--- src/rtl/mul_seq_ctrl_if.sv ---
// EX-stage multiply sequencer bus: operands and control in, stall/result out.
interface mul_seq_ctrl_if #(
  parameter int WIDTH = 32
);
  logic             valid_i;
  logic             flush_i;
  logic [3:0]       ALUCtrl_i;
  logic [WIDTH-1:0] src1_i;
  logic [WIDTH-1:0] src2_i;
  logic             stall_o;
  logic             busy_o;
  logic             done_o;
  logic [WIDTH-1:0] result_o;

  // Pipeline side drives the instruction and consumes stall/result.
  modport master (
    output valid_i, flush_i, ALUCtrl_i, src1_i, src2_i,
    input  stall_o, busy_o, done_o, result_o
  );

  // Sequencer side.
  modport slave (
    input  valid_i, flush_i, ALUCtrl_i, src1_i, src2_i,
    output stall_o, busy_o, done_o, result_o
  );
endinterface

--- src/rtl/mul_seq_ctrl.sv ---
// Iterative shift-add multiplier for the EX stage. Captures operands on a MUL,
// retires one multiplier bit per cycle while stalling the pipe, then presents
// the low WIDTH bits of the product for exactly one cycle.
module mul_seq_ctrl #(
  parameter int         WIDTH    = 32,
  parameter logic [3:0] MUL_CODE = 4'b1011,
  parameter int         CNT_W    = 5
) (
  input  logic          clk_i,
  input  logic          rst_i,
  mul_seq_ctrl_if.slave bus
);

  typedef enum logic [1:0] {S_IDLE, S_BUSY, S_DONE} state_t;

  state_t           state_q, state_d;
  logic [WIDTH-1:0] acc_q, acc_d;
  logic [WIDTH-1:0] mcand_q, mcand_d;
  logic [WIDTH-1:0] mplr_q, mplr_d;
  logic [CNT_W-1:0] cnt_q, cnt_d;
  logic [WIDTH-1:0] result_q, result_d;
  logic             done_q, done_d;
  logic             busy_q, busy_d;
  logic             stall;
  logic             start;
  logic [WIDTH-1:0] acc_sum;

  assign start = bus.valid_i & (bus.ALUCtrl_i == MUL_CODE) & ~bus.flush_i;
  // Accumulator value including this cycle's partial product.
  assign acc_sum = mplr_q[0] ? (acc_q + mcand_q) : acc_q;

  // Next-state, datapath and stall decode.
  always_comb begin
    state_d  = state_q;
    acc_d    = acc_q;
    mcand_d  = mcand_q;
    mplr_d   = mplr_q;
    cnt_d    = cnt_q;
    result_d = result_q;
    done_d   = 1'b0;
    stall    = 1'b0;
    unique case (state_q)
      S_IDLE: begin
        stall = start;
        if (start) begin
          mcand_d = bus.src1_i;
          mplr_d  = bus.src2_i;
          acc_d   = '0;
          cnt_d   = '0;
          state_d = S_BUSY;
        end
      end
      S_BUSY: begin
        if (bus.flush_i) begin
          // Abort: no done pulse, result_o keeps its old value.
          state_d = S_IDLE;
        end else begin
          stall   = 1'b1;
          acc_d   = acc_sum;
          mcand_d = mcand_q << 1;
          mplr_d  = mplr_q >> 1;
          cnt_d   = cnt_q + 1'b1;
          // Stop early once no multiplier bits remain.
          if (cnt_q == CNT_W'(WIDTH-1) || (mplr_q >> 1) == '0) begin
            state_d  = S_DONE;
            result_d = acc_sum;
            done_d   = 1'b1;
          end
        end
      end
      S_DONE: begin
        // Same instruction still sits in EX, so start is ignored here.
        state_d = S_IDLE;
      end
      default: state_d = S_IDLE;
    endcase
    busy_d = (state_d == S_BUSY);
  end

  // State and datapath registers; reset wins over everything.
  always_ff @(posedge clk_i) begin
    if (rst_i) begin
      state_q  <= S_IDLE;
      acc_q    <= '0;
      mcand_q  <= '0;
      mplr_q   <= '0;
      cnt_q    <= '0;
      result_q <= '0;
      done_q   <= 1'b0;
      busy_q   <= 1'b0;
    end else begin
      state_q  <= state_d;
      acc_q    <= acc_d;
      mcand_q  <= mcand_d;
      mplr_q   <= mplr_d;
      cnt_q    <= cnt_d;
      result_q <= result_d;
      done_q   <= done_d;
      busy_q   <= busy_d;
    end
  end

  assign bus.stall_o  = stall;
  assign bus.busy_o   = busy_q;
  assign bus.done_o   = done_q;
  assign bus.result_o = result_q;

endmodule

--- src/flat_wrapper.sv ---
// flat-port wrapper written by rule: the top's interface ports become plain ports
module mul_seq_ctrl_flat 
#(
  parameter int         WIDTH    = 32,
  parameter logic [3:0] MUL_CODE = 4'b1011,
  parameter int         CNT_W    = 5
)
  (clk_i, rst_i, bus_valid_i, bus_flush_i, bus_ALUCtrl_i, bus_src1_i, bus_src2_i, bus_stall_o, bus_busy_o, bus_done_o, bus_result_o);
  mul_seq_ctrl_if #(.WIDTH(WIDTH)) bus_i ();
  input  logic clk_i;
  input  logic rst_i;
  input wire logic [$bits(bus_i.valid_i)-1:0] bus_valid_i;
  input wire logic [$bits(bus_i.flush_i)-1:0] bus_flush_i;
  input wire logic [$bits(bus_i.ALUCtrl_i)-1:0] bus_ALUCtrl_i;
  input wire logic [$bits(bus_i.src1_i)-1:0] bus_src1_i;
  input wire logic [$bits(bus_i.src2_i)-1:0] bus_src2_i;
  output wire logic [$bits(bus_i.stall_o)-1:0] bus_stall_o;
  output wire logic [$bits(bus_i.busy_o)-1:0] bus_busy_o;
  output wire logic [$bits(bus_i.done_o)-1:0] bus_done_o;
  output wire logic [$bits(bus_i.result_o)-1:0] bus_result_o;
  assign bus_i.valid_i = bus_valid_i;
  assign bus_i.flush_i = bus_flush_i;
  assign bus_i.ALUCtrl_i = bus_ALUCtrl_i;
  assign bus_i.src1_i = bus_src1_i;
  assign bus_i.src2_i = bus_src2_i;
  assign bus_stall_o = bus_i.stall_o;
  assign bus_busy_o = bus_i.busy_o;
  assign bus_done_o = bus_i.done_o;
  assign bus_result_o = bus_i.result_o;
  mul_seq_ctrl #(.WIDTH(WIDTH), .MUL_CODE(MUL_CODE), .CNT_W(CNT_W)) u_core (.clk_i(clk_i), .rst_i(rst_i), .bus(bus_i));
endmodule
--- config.mk ---
export PLATFORM = sky130hd
export DESIGN_NAME = mul_seq_ctrl_flat
export DESIGN_NICKNAME = d
export VERILOG_FILES = /design/src/rtl/mul_seq_ctrl_if.sv /design/src/rtl/mul_seq_ctrl.sv /design/src/flat_wrapper.sv
export SDC_FILE = /design/constraint.sdc
export NUM_CORES = 1
export LEC_CHECK = 0
export CAP_MARGIN = 20
export CORE_MARGIN = 2
export CORE_UTILIZATION = 45
export DETAILED_ROUTE_END_ITERATION = 6
export HOLD_SLACK_MARGIN = 0.1
export PLACE_DENSITY = 0.78
export SKIP_CTS_REPAIR_TIMING = 1
export SYNTH_ARGS = -nofsm -noshare
export SYNTH_HDL_FRONTEND = slang
export SYNTH_SLANG_ARGS = --single-unit
--- constraint.sdc ---
create_clock -name clk_i -period 3.3 [get_ports clk_i]
set_input_delay 0.825 -clock clk_i [delete_from_list [all_inputs] [get_ports clk_i]]
set_output_delay 0.825 -clock clk_i [all_outputs]
set_load 0.03 [all_outputs]
Word level (Yosys, flattened, before mapping)

Cells that the tools add are included.

Flip-flop bits (word level): 137
Bits of input ports: 72
Output and inout port bits: 35
Word-level logic and storage cells: 47

Add/sub/neg operators: 2
Equal/unequal tests: 6
Mux-type cells: 20
Bitwise operators: 4
Reductions and logical operators: 7

Operators by type and width:

| operator              | number |
|---|---|
| $mux W32              | 7 |
| $pmux W32 S2          | 3 |
| $add A32 B32 Y32      | 1 |
| $logic_not A32 Y1     | 1 |
| $mux W5               | 2 |
| $pmux W5 S2           | 1 |
| $mux W2               | 3 |
| $reduce_and A3 Y1     | 2 |
| $add A5 B1 Y5 const B | 1 |
| $eq A5 B5 Y1 const B  | 1 |
| $eq A2 B1 Y1 const B  | 2 |
| $eq A4 B4 Y1 const B  | 1 |
| $pmux W2 S2           | 1 |
| $reduce_or A3 Y1      | 1 |
| $and A1 B1 Y1         | 2 |
| $logic_not A2 Y1      | 1 |
| $mux W1               | 2 |
| $ne A2 B1 Y1 const B  | 1 |
| $ne A2 B2 Y1 const B  | 1 |
| $not A1 Y1            | 2 |
| $pmux W1 S2           | 1 |
| $reduce_bool A2 Y1    | 1 |
| $logic_or A1 B1 Y1    | 1 |

Longest topological paths before layout

Gate-level depths: netlist of run 1.

Depth after elaboration: 6
Gate-level depth with buffers: 11
Mapped depth without buffers: 11

Worst setup path after synthesis of run 1

Ideal clock, no wire load.

Kind: input -> output
From: in bus_flush_i
To: out bus_stall_o
Arrival time: 2.183 ns
Data required time: 2.475 ns
Path slack: 0.292 ns
Stages on the path: 6
Path buffers: 2
Cell sequence: nor4b_1 and4_1 buf_2 nor2_2 clkinv_1 buf_1

Cells in the longest elaborated chain, start to end: 3
Elaborated cells between the ends (all ways): 4
Those cells by class: mux: 2; bitwise: 2

Ends and longest elaborated chain:

| what                        | RTL line           | text |
|---|---|---|
| from (decl)                 | flat_wrapper.sv:13 | `input wire logic [$bits(bus_i.flush_i)-1:0] bus_flush_i;` |
| $not A1 Y1 (no source line) | -                  |  |
| $and A1 B1 Y1               | mul_seq_ctrl.sv:28 | `assign start = bus.valid_i & (bus.ALUCtrl_i == MUL_CODE) & ~bus.flush_i;` |
| $pmux W1 S2 (*)             | mul_seq_ctrl.sv:42 | `unique case (state_q)` |
| to (decl)                   | flat_wrapper.sv:17 | `output wire logic [$bits(bus_i.stall_o)-1:0] bus_stall_o;` |

Every way passes the cells marked *; elsewhere a longest branch is shown, timed or not.

Final worst setup path of run 1

Same ends and word-level chain as after synthesis.

==> results of run 1 <==
==> power by group through the flow <==
stage	sequential (mW)	clock (mW)	combinational [mW]
2_1_floorplan	1.71	0	0.0648
3_3_place_gp	1.71	0	0.177
3_5_place_dp	1.71	0	0.178
4_1_cts	1.67	2.09	0.179
5_1_grt	1.67	2.17	0.192
6_report	1.67	2.06	0.179
==> sequential cells by signal, indices dropped and copies added (netlist names) <==
signal	cells
u_core.bus.result_o	32
u_core.acc_q	32
u_core.cnt_q	5
u_core.mplr_q	32
u_core.bus.done_o	1
u_core.state_q	2
u_core.bus.busy_o	1
u_core.mcand_q	32
==> routing by layer <==
metal	vias up	track usage, %	share of wire [%]
met5	-	0	0
met4	0	8.60	2.4
met3	37	5.70	5.0
met2	175	37.8	48
met1	3149	29.1	45
li1	3305	-	-
==> layout by cell type (no fill, tap or decap), types with 18 or more instances in the layout <==
cell,Yosys,final
nand2_1,94,94
mux2i_1,25,25
a22oi_1,70,70
a21oi_1,110,110
nand3_1,21,21
ha_1,33,33
nor2_1,81,80
xnor2_1,19,19
buf_4,0,18
clkdlybuf4s50_1,0,104
dfxtp_1,137,136
o21ai_0,33,33
==> logic make-up after synthesis <==
kind of cell,share of synthesized area [%]
xor+xnor,3.44
simple gates,16.3
compound gates,27.0
mux,4.33
flops,38.5
fa+ha+maj,6.07
buf+inv,4.40
==> area by class of cell <==
type                            instances  share of cell area, %
Inverter                               14                  0.582
Tap cell                              216                   2.99
Clock inverter                         15                   2.34
Sequential cell                       137                   30.4
Multi-Input combinational cell        647                   45.3
Timing Repair Buffer                  125                   13.7
Clock buffer                           17                   4.71
==> per-stage QoR <==
stage / setup slack, ns / util (%) / total power [mW] / instances / hold slack (ns)
2_1_floorplan: 0.292 / - / 1.77 / 861 / 0.449
3_3_place_gp: 0.281 / 53.4 / 1.88 / 1139 / 0.449
3_5_place_dp: 0.180 / 53.4 / 1.88 / 1139 / 0.451
4_1_cts: 0.176 / 57.5 / 3.94 / 1171 / 0.460
5_1_grt: 0.114 / 57.5 / 4.03 / 1171 / 0.494
6_report: 0.184 / 57.5 / 3.91 / 1171 / 0.460
==> worst max-delay path by stage <==
| stage | slack [ns] | depth (start not counted) | endpoint | startpoint |
|---|---|---|---|---|
| after floorplan | 0.29 | 6 | bus_stall_o | bus_flush_i |
| after global placement | 0.28 | 6 | bus_stall_o | bus_flush_i |
| after detailed placement | 0.18 | 6 | bus_stall_o | bus_flush_i |
| after CTS | 0.18 | 6 | bus_stall_o | bus_flush_i |
| after global routing | 0.11 | 6 | bus_stall_o | bus_flush_i |
| final | 0.18 | 6 | bus_stall_o | bus_flush_i |
==> worst max-delay path, cell delays in order <==
cell and delay [ns]:
clkdlybuf4s50_1 0.47, nor4b_1 0.38, and4_2 0.36, nor2_4 0.05, clkinv_1 0.05, buf_4 0.15
==> results.cfg, run 1 <==
[placement]
io_buffers = 106
hpwl_mm = 12.9
place_area_mm2 = 0.00839
gp_congestion = 0.904

[finish]
final_cell_area_mm2 = 0.00903
nFillCells = 1407
drive_gt1_share_pct = 8.69
nets = 1048
syn_to_final_growth_pct = 26.6
n_antenna_cell = 0
multi_input_area_mm2 = 0.00409
seqCellArea_mm2 = 0.00274

[yosys]
synth_common_cells = 137 x dfxtp_1, 110 x a21oi_1, 94 x nand2_1
synth_edf_count = 0
ys.flop_type = dfxtp_1
syn_area_mm2 = 0.00713
synthArstFlopShare_pct = 0
ys_ff_latch = 137
ys_types = 60
yosysMostFrequentCell = dfxtp_1
synth_warnings = 0
syn_area_per_cell_um2 = 8.28
yosys.area.top_type = dfxtp_1
synthTopCellsByArea = dfxtp_1 38%, a21oi_1 7.7%, a22oi_1 7.4%
synth-seq-area-share_pct = 38.5
synth_top_area_share_pct = 38.5
synth_nets = 967
netlist_instances = 861

[floorplan]
die_x_um = 130
dieArea_mm2 = 0.0169
row_count = 46
die_h_um = 130
io_pins = 107
start_util_pct = 45.4
core_mm2 = 0.0157

[setup_path]
worst_ep_required_time_ns = 2.47
setup.worst_path.end_class = primary output
rr_startpoint = u_core.mcand_q[0]
ff2ff_path_depth = 11
arrival_ns = 2.29
worstPathMaxFanout = 3
criticalPathCategory = primary input to primary output
start_kind = primary input
reg2reg_to = u_core.bus.result_o[28]
ff2ff_setup_slack_ns = 0.42

[sta]
rsz0062_at_grt = no
max_slew_margin_pct = 50.7
tightest_slew_ns = 0.740
maxSlewViolCount = 0
fmax_mhz = 321
final_hold_viol_count = 0
setup_tns_ns = 0
post-route-min-period_ns = 3.12
finClkSkew_ns = 0.00868
setup_viol = 0
fin_crit_sh_pct = 94.4

[clock_network]
cts_tree = yes
cts_buffers = 17
htree_levels = 4
cts_num_sinks = 137
clk_pin_slew_ns = 0.06
cts_root_buffer = clkbuf_16
clockBufferDepth = 2
clk_latency_ns = 0.43

[outcome]
outcome = complete, no violations

[power]
p_int_mw = 3.04
p_leak_nw = 3.31
p_switching_mw = 0.868
vdd_ir_drop_max_v = 0.000418
combPwrFrac_pct = 4.6
pwr-share-seq_pct = 42.7
clockPowerShare_pct = 52.7
powerDensity_mw_per_mm2 = 433
sw_frac_of_total_pct = 22.2

[drt]
routed_wl_mm = 18.9
dr.first_iter.drc_count = 458
viasPerCell = 5.69
drc = 0
wl_per_cell_um = 16.2
ant_nets = 0
drt-pass1-iter-count = 5
via_count = 6666

[job]
cap_violations = 0

[global_routing]
grt_pass1_vias = 6314
antenna_found_initial = 0
grt_pass1_wl_mm = 30.8
grt_max_degree = 64
gr-total-overflow = 0
grt_usage_pct = 22.9

[min_path]
hp-start = u_core.bus.result_o[2]
min_path_type = flip-flop to flip-flop
worstHoldEndpoint = u_core.bus.result_o[2]
min_path_cells = 2
No activity file was read; power rests on OpenSTA's default activity.
==> run 2: changes to the inputs <==
--- a/config.mk
+++ b/config.mk
@@ -6,7 +6,7 @@
 export NUM_CORES = 1
 export LEC_CHECK = 0
 export CAP_MARGIN = 20
-export CORE_MARGIN = 2
+export CORE_ASPECT_RATIO = 0.75
 export CORE_UTILIZATION = 45
 export DETAILED_ROUTE_END_ITERATION = 6
 export HOLD_SLACK_MARGIN = 0.1
==> run 2 against run 1 <==
Compared with the run above: sequential share of layout area grew 0.26 points; worst hold slack gained 0.0055 ns; total power shrank 5.0%; sequential power is essentially flat; combinational power is essentially flat; clock-buffer cell count grew 6; clock skew shrank 0.0022 ns; global-route usage grew 0.78 points; routed wire length grew 0.51%; sequential cell count is the same; via count shrank 0.47%; cell area shrank 0.86%.
==> results.cfg, run 2 (synthesis results as in run 1) <==
[setup_path]
rr_startpoint = u_core.mcand_q[0]
ff2ff_setup_slack_ns = 0.34
worstPathMaxFanout = 3
cpPeakStageDelay_ns = 0.48
cp.depth = 6
worst_ep_required_time_ns = 2.47
cpMaxStageDelayCell = clkdlybuf4s50_1
setup.worst_path.end_class = primary output
ff2ff_path_depth = 11
crit_start = bus_flush_i
reg2reg_to = u_core.bus.result_o[30]
cp_num_buf_inv = 3
start_kind = primary input
setup.worst_path.end = bus_stall_o
timing.critical_path.cells = clkdlybuf4s50_1 -> nor4b_1 -> and4_2 -> nor2_4 -> clkinv_1 -> buf_4
arrival_ns = 2.33
criticalPathCategory = primary input to primary output
cp_top_family = simple AND/OR/NAND/NOR gates

[global_routing]
antenna_found_initial = 0
grt_usage_pct = 23.7
grt_pass1_vias = 6101
grt_max_degree = 63
grt_pass1_wl_mm = 31.0
gr-total-overflow = 0

[min_path]
min_path_type = flip-flop to flip-flop

[power]
p_int_mw = 2.94
sw_frac_of_total_pct = 20.8
pwr-share-seq_pct = 45.0
p_switching_mw = 0.771
powerDensity_mw_per_mm2 = 415
vdd_ir_drop_max_v = 0.000313
p_leak_nw = 3.28
clockPowerShare_pct = 50.1
combPwrFrac_pct = 4.9

[sta]
fmax_mhz = 317
setup_tns_ns = 0
finalWorstSetupSlack_ns = 0.147
setup_viol = 0
final_hold_viol_count = 0
post-route-min-period_ns = 3.15
maxSlewViolCount = 0
rsz0062_at_grt = no
finClkSkew_ns = 0.00644
hold_slack_ns = 0.465
max_slew_margin_pct = 53.8
fin_crit_sh_pct = 95.5
tightest_slew_ns = 0.693

[floorplan]
io_pins = 107
core_mm2 = 0.0154
die_x_um = 147
start_util_pct = 46.4
row_count = 39
die_h_um = 111
dieArea_mm2 = 0.0164

[finish]
final_common_cell = dfxtp_1
post-route-util_pct = 58.2
syn_to_final_growth_pct = 25.5
final_cell_area_mm2 = 0.00895
drive_gt1_share_pct = 8.19
final_cell_mix = 136 x dfxtp_1, 110 x a21oi_1, 104 x clkdlybuf4s50_1, 94 x nand2_1, 80 x nor2_1
nets = 1047
n_antenna_cell = 0
nFillCells = 1391

[drt]
wl_per_cell_um = 16.4
via_count = 6635
drc = 0
dr.first_iter.drc_count = 517
drt-pass1-iter-count = 5
ant_nets = 0
routed_wl_mm = 19.0
viasPerCell = 5.73

[clock_network]
cts_root_buffer = clkbuf_16
clk_pin_slew_ns = 0.05
cts_tree = yes
htree_levels = 4
cts_num_sinks = 137
clk_latency_ns = 0.42
cts_buffers = 17
clockBufferDepth = 2

[placement]
hpwl_mm = 13.2
dp_slack_ns = 0.190
io_buffers = 106
gp_congestion = 0.940
place_area_mm2 = 0.00837

[job]
cap_violations = 0

[outcome]
outcome = complete, no violations
-- run 2: changes by cell type in the layout (fill, tap and decap cells not counted) --
cell	before	now
clkbuf_1	0	2
clkinv_4	1	0
clkbuf_8	0	4
buf_4	18	17
inv_8	1	0
bufinv_16	4	2
clkinv_2	1	2
inv_6	5	0
-- run 2: power by group through the flow --
stage | logic (mW) | clock network (mW) | registers [mW]
3_3_place_gp | 0.178 | 0 | 1.71
2_1_floorplan | 0.0648 | 0 | 1.71
6_report | 0.181 | 1.86 | 1.67
4_1_cts | 0.180 | 1.89 | 1.67
5_1_grt | 0.192 | 1.97 | 1.67
3_5_place_dp | 0.179 | 0 | 1.71
-- run 2: worst min-delay path by stage --
| stage | start | to | cells past startpoint |
|---|---|---|---|
| finish | u_core.bus.result_o[21] | u_core.bus.result_o[21] | 2 |
| floorplan | u_core.mplr_q[11] | u_core.mplr_q[11] | 2 |
| global placement | u_core.bus.result_o[11] | u_core.bus.result_o[11] | 2 |
| global route | u_core.mplr_q[18] | u_core.mplr_q[18] | 2 |
| detailed placement | u_core.bus.result_o[7] | u_core.bus.result_o[7] | 2 |
| CTS | u_core.bus.result_o[11] | u_core.bus.result_o[11] | 2 |
-- run 2: layout make-up --
cell class	instances	area (um^2)	area share, %
Clock inverter	7	92.6	1.03
Sequential cell	137	2740	30.7
Inverter	14	52.6	0.587
Tap cell	205	256	2.87
Timing Repair Buffer	124	1230	13.7
Clock buffer	23	488	5.45
Multi-Input combinational cell	647	4090	45.7
-- run 2: worst register-to-register path: stages (launching register included) --
cell and delay [ns]:
dfxtp_1 0.33, ha_1 0.23, fa_1 0.45, a211oi_2 0.31, o21ai_0 0.16, a21oi_1 0.28, a21oi_2 0.14, a41o_1 0.27
a21oi_2 0.20, o31ai_2 0.09, xor2_1 0.17, o211a_1 0.23
-- run 2: stage by stage --
step | std cells | power, mW
6_report | 1157 | 3.71
3_3_place_gp | 1127 | 1.88
2_1_floorplan | 861 | 1.77
4_1_cts | 1157 | 3.75
3_5_place_dp | 1127 | 1.89
5_1_grt | 1157 | 3.84
-- run 2: layer usage --
layer  vias to the layer above  part of all wire, %  GRT usage, %
li1                       3311                    -             -
met1                      3094                   49          33.7
met2                       206                   43          35.8
met3                        24                  6.5          5.06
met4                         0                  1.3          7.29
met5                         -                    0             0
==> run 3: changes to the inputs <==
--- a/config.mk
+++ b/config.mk
@@ -7,10 +7,11 @@
 export LEC_CHECK = 0
 export CAP_MARGIN = 20
 export CORE_ASPECT_RATIO = 0.75
-export CORE_UTILIZATION = 45
+export CORE_UTILIZATION = 50
 export DETAILED_ROUTE_END_ITERATION = 6
 export HOLD_SLACK_MARGIN = 0.1
-export PLACE_DENSITY = 0.78
+export PLACE_DENSITY = 0.85
+export SETUP_SLACK_MARGIN = 0.4
 export SKIP_CTS_REPAIR_TIMING = 1
 export SYNTH_ARGS = -nofsm -noshare
 export SYNTH_HDL_FRONTEND = slang
==> run 3 against run 2 <==
Compared with the run above: register-to-register slack better by 0.15 ns; first-iteration DRC count up 28%; critical path depth did not move; sequential share of layout area down 0.48 points; total power is 12% higher; sequential cell count unchanged; largest cell class unchanged; largest power group unchanged.
==> results.cfg, run 3 (synthesis results as in run 1) <==
[outcome]
outcome = complete, no violations

[setup_path]
cp_num_buf_inv = 3
arrival_ns = 2.00
crit_start = bus_ALUCtrl_i[0]
ff2ff_setup_slack_ns = 0.49
criticalPathCategory = primary input to primary output
cpMaxStageDelayCell = clkdlybuf4s50_1
worstPathMaxFanout = 2
cp_top_family = buffers and inverters
rr_startpoint = u_core.mcand_q[0]
cp.depth = 6
worst_ep_required_time_ns = 2.47
cpPeakStageDelay_ns = 0.46
ff2ff_path_depth = 12
setup.worst_path.end = bus_stall_o
timing.critical_path.cells = clkdlybuf4s50_1 -> nor4b_4 -> and4_4 -> nor2_4 -> clkinv_1 -> buf_4
setup.worst_path.end_class = primary output
reg2reg_to = u_core.bus.result_o[30]
start_kind = primary input

[sta]
setup_viol = 0
setup_tns_ns = 0
fmax_mhz = 354
post-route-min-period_ns = 2.83
final_hold_viol_count = 0
finClkSkew_ns = 0.00625
maxSlewViolCount = 0
fin_crit_sh_pct = 85.6
rsz0062_at_grt = yes
tightest_slew_ns = 0.715
max_slew_margin_pct = 52.4

[drt]
viasPerCell = 6.05
ant_nets = 0
drc = 0
drt-pass1-iter-count = 6
dr.first_iter.drc_count = 660
wl_per_cell_um = 17.4
via_count = 6840
routed_wl_mm = 19.7

[placement]
gp_congestion = 0.897
io_buffers = 106
hpwl_mm = 12.9

[floorplan]
row_count = 37
dieArea_mm2 = 0.0147
io_pins = 107
die_h_um = 105
core_mm2 = 0.0138
die_x_um = 140
start_util_pct = 51.7

[finish]
post-route-util_pct = 66.0
final_common_cell = dfxtp_1
n_antenna_cell = 0
final_cell_mix = 134 x dfxtp_1, 108 x a21oi_1, 103 x clkdlybuf4s50_1, 94 x nand2_1, 80 x nor2_1
drive_gt1_share_pct = 9.62
nets = 1049
syn_to_final_growth_pct = 27.7

[global_routing]
grt_max_degree = 63
grt_usage_pct = 26.9
antenna_found_initial = 0
grt_pass1_vias = 6430
grt_pass1_wl_mm = 31.7
gr-total-overflow = 0

[clock_network]
clk_latency_ns = 0.42
cts_tree = yes
htree_levels = 4
cts_num_sinks = 137
clockBufferDepth = 2
clk_pin_slew_ns = 0.06
cts_root_buffer = clkbuf_16
cts_buffers = 17

[power]
powerDensity_mw_per_mm2 = 455
clockPowerShare_pct = 55.3
p_int_mw = 3.28
sw_frac_of_total_pct = 20.7
p_switching_mw = 0.859
vdd_ir_drop_max_v = 0.000298
combPwrFrac_pct = 4.4
p_leak_nw = 3.36
pwr-share-seq_pct = 40.3

[job]
cap_violations = 0

[min_path]
min_path_type = flip-flop to flip-flop
==> run 3: worst min-delay path by stage <==
stage	to	startpoint	depth (start not counted)	slack, ns
global route	u_core.mplr_q[15]	u_core.mplr_q[15]	2	0.49
floorplan	u_core.mplr_q[11]	u_core.mplr_q[11]	2	0.45
detailed placement	u_core.bus.result_o[21]	u_core.bus.result_o[21]	2	0.45
global placement	u_core.bus.result_o[2]	u_core.bus.result_o[2]	2	0.45
finish	u_core.bus.result_o[2]	u_core.bus.result_o[2]	2	0.46
CTS	u_core.bus.result_o[21]	u_core.bus.result_o[21]	2	0.46
==> run 3: stage by stage <==
step           hold slack (ns)  worst slack [ns]  power (mW)  cell area [um^2]  std cells
4_1_cts                  0.458             0.233        4.15              9020       1129
5_1_grt                  0.492             0.332        4.25              9100       1131
3_5_place_dp             0.449             0.242        1.88              8320       1097
6_report                 0.457             0.474        4.14              9100       1131
2_1_floorplan            0.449             0.455        1.77              7130        861
3_3_place_gp             0.447             0.278        1.88              8320       1097
==> run 3: power by group through the flow <==
stage | logic, mW | registers (mW) | clock network (mW)
2_1_floorplan | 0.0649 | 1.71 | 0
3_3_place_gp | 0.175 | 1.71 | 0
3_5_place_dp | 0.176 | 1.71 | 0
4_1_cts | 0.178 | 1.67 | 2.30
5_1_grt | 0.193 | 1.67 | 2.39
6_report | 0.182 | 1.67 | 2.29
==> run 3: metal layers <==
layer | routed length, um | GRT usage, %
met1 | 8850 | 35.8
met2 | 9010 | 43.1
met3 | 1460 | 5.22
met4 | 348 | 10.0
met5 | 0 | 0
==> run 3: final cells by class <==
| cell class | count | area (um^2) |
|---|---|---|
| repair buffers | 126 | 1230 |
| well taps | 175 | 219 |
| flip-flops and latches | 137 | 2750 |
| multi-input cells | 647 | 4150 |
| fillers | 1084 | 4690 |
| clock inverters | 14 | 265 |
| clock buffers | 18 | 439 |
| inverters | 14 | 52.6 |
==> run 3: worst reg2reg max path, delay by kind of cell (launching register included) <==
family                   cells  cell delay [ns]
AO/OA/AOI/OAI                8             1.46
XOR/XNOR                     1             0.17
adder cells (fa/ha/maj)      2             0.57
buffers and inverters        1             0.15
flip-flops                   1             0.35
